$ cat src/rtl/sp_ram_arb.sv
// sp_ram_arb: two-port round-robin arbiter in front of a single-port RAM.
// Each port can lock the RAM across consecutive accesses. The RAM is
// assumed to return read data one cycle after its enable.
// Every accepted access, read or write, gets a one-cycle rvalid pulse.
// Optional feature: define SP_RAM_ARB_RESP_REG_EN to add one register
// stage on the response path. Latency becomes 2 and throughput is unchanged.
module sp_ram_arb #(
    parameter int ADDR_WIDTH = 14,
    parameter int DATA_WIDTH = 32
) (
    input  logic                    clk,
    input  logic                    rst_n,
    // port 0
    input  logic                    p0_req_i,
    input  logic                    p0_lock_i,
    output logic                    p0_gnt_o,
    input  logic [ADDR_WIDTH-1:0]   p0_addr_i,
    input  logic                    p0_we_i,
    input  logic [DATA_WIDTH/8-1:0] p0_be_i,
    input  logic [DATA_WIDTH-1:0]   p0_wdata_i,
    output logic                    p0_rvalid_o,
    output logic [DATA_WIDTH-1:0]   p0_rdata_o,
    // port 1
    input  logic                    p1_req_i,
    input  logic                    p1_lock_i,
    output logic                    p1_gnt_o,
    input  logic [ADDR_WIDTH-1:0]   p1_addr_i,
    input  logic                    p1_we_i,
    input  logic [DATA_WIDTH/8-1:0] p1_be_i,
    input  logic [DATA_WIDTH-1:0]   p1_wdata_i,
    output logic                    p1_rvalid_o,
    output logic [DATA_WIDTH-1:0]   p1_rdata_o,
    // RAM port
    output logic                    ram_en_o,
    output logic                    ram_we_o,
    output logic [ADDR_WIDTH-1:0]   ram_addr_o,
    output logic [DATA_WIDTH/8-1:0] ram_be_o,
    output logic [DATA_WIDTH-1:0]   ram_wdata_o,
    input  logic [DATA_WIDTH-1:0]   ram_rdata_i
);

    // Lock ownership: which port, if any, was granted last cycle with lock set.
    typedef enum logic [1:0] {
        OWN_NONE = 2'b00,
        OWN_P0   = 2'b01,
        OWN_P1   = 2'b10
    } own_e;

    own_e                  own_state_r;
    own_e                  own_next_s;
    logic                  last_gnt_r;   // 0: port 0 granted last, 1: port 1
    logic                  last_next_s;
    logic                  hold0_s;
    logic                  hold1_s;
    logic                  gnt0_s;
    logic                  gnt1_s;
    logic [1:0]            rsp_vld_r;    // one-hot owner of the access in RAM
    logic                  rsp_rd_r;     // that access was a read
    logic                  rsp_rd_next_s;
    logic [DATA_WIDTH-1:0] rsp_data_s;

    // Owner holds the RAM only while it keeps both req and lock asserted.
    always_comb begin
        hold0_s = 1'b0;
        hold1_s = 1'b0;
        if (own_state_r == OWN_P0) begin
            hold0_s = p0_req_i & p0_lock_i;
        end else if (own_state_r == OWN_P1) begin
            hold1_s = p1_req_i & p1_lock_i;
        end else begin
            hold0_s = 1'b0;
            hold1_s = 1'b0;
        end
    end

    // Grant selection: lock owner first, otherwise round-robin on a tie.
    // Grants are blocked while reset is asserted.
    always_comb begin
        gnt0_s = 1'b0;
        gnt1_s = 1'b0;
        if (!rst_n) begin
            gnt0_s = 1'b0;
            gnt1_s = 1'b0;
        end else if (hold0_s) begin
            gnt0_s = 1'b1;
        end else if (hold1_s) begin
            gnt1_s = 1'b1;
        end else if (p0_req_i && p1_req_i) begin
            if (last_gnt_r) begin
                gnt0_s = 1'b1;
            end else begin
                gnt1_s = 1'b1;
            end
        end else if (p0_req_i) begin
            gnt0_s = 1'b1;
        end else if (p1_req_i) begin
            gnt1_s = 1'b1;
        end else begin
            gnt0_s = 1'b0;
            gnt1_s = 1'b0;
        end
    end

    // Next ownership and round-robin pointer, both follow every grant.
    always_comb begin
        own_next_s  = OWN_NONE;
        last_next_s = last_gnt_r;
        if (gnt0_s) begin
            last_next_s = 1'b0;
            own_next_s  = p0_lock_i ? OWN_P0 : OWN_NONE;
        end else if (gnt1_s) begin
            last_next_s = 1'b1;
            own_next_s  = p1_lock_i ? OWN_P1 : OWN_NONE;
        end else begin
            last_next_s = last_gnt_r;
            own_next_s  = OWN_NONE;
        end
    end

    // Arbitration state; reset points at port 1 so that port 0 wins the first tie.
    always_ff @(posedge clk or negedge rst_n) begin
        if (!rst_n) begin
            own_state_r <= OWN_NONE;
            last_gnt_r  <= 1'b1;
        end else begin
            own_state_r <= own_next_s;
            last_gnt_r  <= last_next_s;
        end
    end

    assign p0_gnt_o = gnt0_s;
    assign p1_gnt_o = gnt1_s;

    // Forward the granted port's request to the RAM and drive zeros when idle.
    always_comb begin
        ram_en_o    = 1'b0;
        ram_we_o    = 1'b0;
        ram_addr_o  = '0;
        ram_be_o    = '0;
        ram_wdata_o = '0;
        case ({gnt1_s, gnt0_s})
            2'b01: begin
                ram_en_o    = 1'b1;
                ram_we_o    = p0_we_i;
                ram_addr_o  = p0_addr_i;
                ram_be_o    = p0_be_i;
                ram_wdata_o = p0_wdata_i;
            end
            2'b10: begin
                ram_en_o    = 1'b1;
                ram_we_o    = p1_we_i;
                ram_addr_o  = p1_addr_i;
                ram_be_o    = p1_be_i;
                ram_wdata_o = p1_wdata_i;
            end
            default: begin
                ram_en_o    = 1'b0;
                ram_we_o    = 1'b0;
                ram_addr_o  = '0;
                ram_be_o    = '0;
                ram_wdata_o = '0;
            end
        endcase
    end

    // Remember whether the access being granted now is a read.
    always_comb begin
        rsp_rd_next_s = 1'b0;
        if (gnt0_s) begin
            rsp_rd_next_s = ~p0_we_i;
        end else if (gnt1_s) begin
            rsp_rd_next_s = ~p1_we_i;
        end else begin
            rsp_rd_next_s = 1'b0;
        end
    end

    // First response stage: which port gets this cycle's RAM result.
    // Reset drops any access still in flight.
    always_ff @(posedge clk or negedge rst_n) begin
        if (!rst_n) begin
            rsp_vld_r <= 2'b00;
            rsp_rd_r  <= 1'b0;
        end else begin
            rsp_vld_r <= {gnt1_s, gnt0_s};
            rsp_rd_r  <= rsp_rd_next_s;
        end
    end

    // RAM read data is passed on only for reads; write responses carry zero.
    always_comb begin
        rsp_data_s = '0;
        if (rsp_rd_r && (rsp_vld_r != 2'b00)) begin
            rsp_data_s = ram_rdata_i;
        end else begin
            rsp_data_s = '0;
        end
    end

`ifdef SP_RAM_ARB_RESP_REG_EN
    logic [1:0]            rsp2_vld_r;
    logic [DATA_WIDTH-1:0] rsp2_data_r;

    // Extra response stage: delays both valid and data by one cycle.
    always_ff @(posedge clk or negedge rst_n) begin
        if (!rst_n) begin
            rsp2_vld_r  <= 2'b00;
            rsp2_data_r <= '0;
        end else begin
            rsp2_vld_r  <= rsp_vld_r;
            rsp2_data_r <= rsp_data_s;
        end
    end

    // Route the registered response to its port.
    always_comb begin
        p0_rvalid_o = rsp2_vld_r[0];
        p1_rvalid_o = rsp2_vld_r[1];
        p0_rdata_o  = '0;
        p1_rdata_o  = '0;
        if (rsp2_vld_r[0]) begin
            p0_rdata_o = rsp2_data_r;
        end else if (rsp2_vld_r[1]) begin
            p1_rdata_o = rsp2_data_r;
        end else begin
            p0_rdata_o = '0;
            p1_rdata_o = '0;
        end
    end
`else
    // Route the single-cycle response to its port.
    always_comb begin
        p0_rvalid_o = rsp_vld_r[0];
        p1_rvalid_o = rsp_vld_r[1];
        p0_rdata_o  = '0;
        p1_rdata_o  = '0;
        if (rsp_vld_r[0]) begin
            p0_rdata_o = rsp_data_s;
        end else if (rsp_vld_r[1]) begin
            p1_rdata_o = rsp_data_s;
        end else begin
            p0_rdata_o = '0;
            p1_rdata_o = '0;
        end
    end
`endif

endmodule
$ cat config.mk
export PLATFORM = sky130hd
export DESIGN_NAME = sp_ram_arb
export DESIGN_NICKNAME = d
export VERILOG_FILES = /design/src/rtl/sp_ram_arb.sv
export SDC_FILE = /design/constraint.sdc
export NUM_CORES = 1
export LEC_CHECK = 0
export ABC_AREA = 1
export CAP_MARGIN = 5
export CELL_PAD_IN_SITES_DETAIL_PLACEMENT = 0
export CELL_PAD_IN_SITES_GLOBAL_PLACEMENT = 1
export CORE_ASPECT_RATIO = 1.1
export CORE_UTILIZATION = 10
export CTS_BUF_LIST = sky130_fd_sc_hd__clkbuf_16
export CTS_CLUSTER_DIAMETER = 30
export DETAILED_ROUTE_END_ITERATION = 8
export HOLD_SLACK_MARGIN = 0.02
export PLACE_DENSITY = 0.74
export SYNTH_ARGS = -nofsm -noshare
export SYNTH_HDL_FRONTEND = slang
export SYNTH_SLANG_ARGS = --single-unit
$ cat constraint.sdc
create_clock -name clk -period 2.3 [get_ports clk]
set_clock_uncertainty 0.2 [all_clocks]
set_input_delay 0.575 -clock clk [delete_from_list [all_inputs] [get_ports clk]]
set_output_delay 0.575 -clock clk [all_outputs]
set_load 0.05 [all_outputs]
## Word level (Yosys, flattened, before mapping)

Cells that the tools add are included.

- Output and inout bits: 120
- Word-level logic and storage cells: 50
- Bits in registers: 6
- Input port bits: 140

- Eq/ne operators: 4
- Mux-type cells: 33
- Bitwise logic cells: 4
- Reductions and logical operators: 5

Operator list:

| cell | count |
|---|---|
| 32-bit two-way mux | 4 |
| 32-bit case mux with 2 select lines | 1 |
| 14-bit case mux with 2 select lines | 1 |
| 1-bit two-way mux | 22 |
| 4-bit case mux with 2 select lines | 1 |
| 2-bit two-way mux | 3 |
| 2-bit by 1-bit == test with 1-bit output (second input constant) | 2 |
| 2-bit == test (second input constant) | 2 |
| 2-bit nonzero test | 2 |
| 1-bit bitwise AND | 2 |
| 1-bit logical AND | 2 |
| 1-bit inverter | 2 |
| 1-bit case mux with 2 select lines | 1 |
| 2-bit OR reduction | 1 |

## Depth between registers and ports, before layout

- Depth after elaboration: 9
- Depth in mapped cells: 12
- Depth with buffers taken out: 10

## Least setup slack after synthesis

Ideal clock, no wire load.

- Path kind: in2out
- From: in p1_lock_i
- To: out ram_addr_o[0]
- Required time: 1.525 ns
- Slack: -1.257 ns
- Path buffers: 1
- Stages: 9
- Data arrival time: 2.782 ns
- Cells stage by stage: inv_1 > nor2_1 > nand2_1 > nand2_1 > nand3_1 > ha_1 > clkinv_1 > clkbuf_1 > a21oi_1

- Cells in the longest elaborated chain, start to end: 8
- Elaborated cells on any way between the ends: 12
- Those cells by class: 2 x eq/ne; 9 x mux; 1 x bitwise

RTL lines:

| element | RTL line | RTL |
|---|---|---|
| start, declared | 25 | `input logic p1_lock_i,` |
| 1-bit bitwise AND (*) | 69 | `hold1_s = p1_req_i & p1_lock_i;` |
| 1-bit two-way mux (*) | 68 | `end else if (own_state_r == OWN_P1) begin` |
| 1-bit two-way mux (*) | 66 | `if (own_state_r == OWN_P0) begin` |
| 1-bit two-way mux | 86 | `end else if (hold1_s) begin` |
| 1-bit two-way mux | 84 | `end else if (hold0_s) begin` |
| 1-bit two-way mux | 81 | `if (!rst_n) begin` |
| 2-bit == test / 2-bit by 1-bit == test with 1-bit output (equally long branches) | 141 | `case ({gnt1_s, gnt0_s})` |
| 14-bit case mux with 2 select lines (*) | 141 |  |
| end, declared | 36 | `output logic [ADDR_WIDTH-1:0] ram_addr_o,` |

Every way passes the cells marked *; elsewhere a longest branch is shown, timed or not.

## Final worst setup path

- From: in p1_lock_i
- To: out ram_wdata_o[23]

- Cells in the longest elaborated chain, start to end: 8
- Elaborated cells on any way between the ends: 12
- Those cells by class: 2 x eq/ne; 9 x mux; 1 x bitwise

RTL lines:

| element | RTL line | RTL |
|---|---|---|
| 1-bit bitwise AND (*) | 69 |  |
| 1-bit two-way mux (*) | 68 |  |
| 1-bit two-way mux (*) | 66 |  |
| 1-bit two-way mux | 86 |  |
| 1-bit two-way mux | 84 |  |
| 1-bit two-way mux | 81 |  |
| 2-bit == test / 2-bit by 1-bit == test with 1-bit output (equally long branches) | 141 |  |
| 32-bit case mux with 2 select lines (*) | 141 |  |
| end, declared | 38 | `output logic [DATA_WIDTH-1:0] ram_wdata_o,` |

Marks and branches as above.

==> out/summary.txt <==
Status: complete, but fails checks
Failing checks: setup timing
RSZ-0062 raised after global routing: yes
CTS tree: done
Core area: 0.0159 mm2
DRC violations left: 0
Mux contribution to synthesized area: 0
Setup violators final: 54
Vias in the first global route: 3588
Measured slew at the worst slew-check pin: 0.262 ns
Worst R2R Path Depth: 11
Post-route minimum period: 2.91 ns
Routed wire per std cell: 15.5 um
CP Launch Type: input port
Die Y: 137 um
# clock sinks: 6
Total GRT Usage: 0.141
Routed Antenna Nets: 0
Fin crit share: 1.27
Largest net degree at the start of global routing: 43
Fraction of the mapped netlist area in compound gates: 0.160
Final WS setup: -0.615 ns
Total gr overflow: 0
Fmax: 343 MHz
Critical Path RT: 1.52 ns
Commonest non-fill, non-tap cells in the layout: clkdlybuf4s50_1 (133), buf_12 (127), nand2_1 (88), a21oi_4 (50), inv_1 (39)
Clk_lat worst skew: 0.23 ns
Initial antenna violation count: 0
Max transition margin: 0.825
IO Pins: 260
HPWL after DPL: 9190 um
Die area: 0.0170 mm2
# rows: 48
Layout overhead on the synthesized area: 363%
Setup Total Neg Slack: -30.12 ns
Fin nets: 794
DR vias/cell: 4.15
Yosys warning count: 0
Hold buffers post-CTS: 0
Clock slew at reported path FFs: 0.03 ns
Crit path max fanout: 6
Critical path class: input port to output pin
Most common cell after layout, fill and taps aside: clkdlybuf4s50_1
Fillers: 1436
Worst slack, placed: -1.12 ns
Routability Congestion: 0.843
Starting DRT DRC Count: 67
Adder-cell area share of the yosys netlist: 0.0228
Post-Synthesis Cells: 355
PD cells: 270 mW/mm2
Syn_nets: 498
CTS H-Tree Depth: 1
Die W: 124 um
Critical Path AT: 2.14 ns
#FFs+latches synth: 6
MaxCap Viol Count: 0
Max clock buf depth: 2
Register area share after synthesis: 0.0919
Synth Cell Area: 0.00165 mm2
Leakage: 3.00 nW
CTS buffer count: 3
Port bufs: 259
Post-Synth Simple-Gate Area: 0.534
Via Count: 3528
First-pass GRT wire length: 18900 um
Main combinational cell family by area after synthesis: simple AND/OR/NAND/NOR gates
Final WL: 13200 um
Root buffer cell: clkbuf_16
Crit. End Element: output pin
Class of the worst hold path: input port to asynchronous set/reset pin
Detailed Routing Iterations Pass 1: 4
Syn Area/Cell: 4.64 um2
Final Hold Viols: 0
Initial Util: 0.104
Synth unique cells: 17
Max Slew Vio Count: 0
Worst VDD drop: 0.169 mV
Synth Area in XOR/XNOR: 0
Share of layout cells above drive strength 1: 0.535
Diodes inserted: 0
-- timing repair --
action                                  4_1_cts  5_1_grt
endpoints found under the setup margin       54       55
setup buffers                                18        5
gates resized for setup                     101       50
pin swaps                                    10       41
cloned                                       13        5
-- cell families after synthesis --
kind of cell | Yosys count
fa+ha+maj | 3
flops | 6
compound gates | 52
buf+inv | 74
simple gates | 220
-- state kept, by name (all words and copies together), names as in the netlist --
register,count
last_gnt_r,1
rsp_vld_r,2
own_state_r,2
rsp_rd_r,1
-- final cells by class --
cell class              instances  area [um2]  area share
repair buffers                319        4730       0.621
multi-input cells             275        2190       0.288
well taps                     200         250      0.0328
inverters                      45         199      0.0261
flip-flops and latches          6         153      0.0200
clock buffers                   3        75.1     0.00985
repair inverters                1        16.3     0.00213
clock inverters                 1        3.75    0.000492
-- through the flow --
stage / util / instances / instance area (um2) / hold slack (ns) / total power, mW
final: 0.479 / 850 / 7620 / 0.219 / 2.06
after global routing: 0.479 / 850 / 7620 / 0.240 / 2.15
after CTS: 0.463 / 844 / 7360 / 0.220 / 1.99
after detailed placement: 0.413 / 811 / 6570 / 0.256 / 1.42
after global placement: 0.413 / 811 / 6570 / 0.257 / 1.41
after floorplan: - / 355 / 2470 / 0.0794 / 0.763
-- final timing paths --
kind | start | endpoint | slack (ns)
setup / recovery | p1_lock_i | ram_wdata_o[23] | -0.61
hold / removal | rst_n | rsp_vld_r[1]$_DFF_PN0_ | 0.22
setup reg to reg | own_state_r[1]$_DFF_PN0_ | rsp_rd_r$_DFF_PN0_ | 0.68
hold reg to reg | last_gnt_r$_DFFE_PN1P_ | last_gnt_r$_DFFE_PN1P_ | 0.27
max in group asynchronous | rst_n | last_gnt_r$_DFFE_PN1P_ | 1.48
min in group clk | last_gnt_r$_DFFE_PN1P_ | last_gnt_r$_DFFE_PN1P_ | 0.27
-- worst max-delay path, cell delays in order --
cell       delay (ns)
buf_8            0.08
inv_8            0.03
nor2_4           0.10
nand2_2          0.08
nand2_2          0.08
nand2_4          0.07
nand2_8          0.09
buf_6            0.10
ha_4             0.17
buf_12           0.15
clkbuf_16        0.18
nand2_2          0.08
a21oi_4          0.18
buf_12           0.15
-- cell usage after synthesis --
cell	instances	area [um2]
inv_1	43	161
dfrtp_1	5	125
inv_4	1	6.26
nand2_1	147	552
nor2_2	1	6.26
dfstp_2	1	26.3
nand3b_1	1	7.51
a21oi_1	51	255
nor2_1	35	131
nand4_1	2	12.5
clkinv_1	1	3.75
ha_1	3	37.5
nand3_1	34	170
buf_2	19	95.1
buf_4	3	22.5
clkbuf_1	7	26.3
o21ai_2	1	8.76
-- power breakdown --
part,switching (mW),total (mW),internal [mW],leakage (nW)
Sequential,0.00902,0.128,0.119,0.0756
Combinational,0.805,1.64,0.839,2.89
Clock,0.0599,0.285,0.225,0.0423
Total,0.874,2.06,1.18,3.00
-- metal layers --
metal	vias to the layer above	wire, um	GRT usage
met1	1611	4630	0.146
met5	-	0	0
li1	1690	-	-
met2	216	7220	0.280
met4	0	160	0.0295
met3	11	1190	0.0410
No activity file was read; power rests on OpenSTA's default activity.
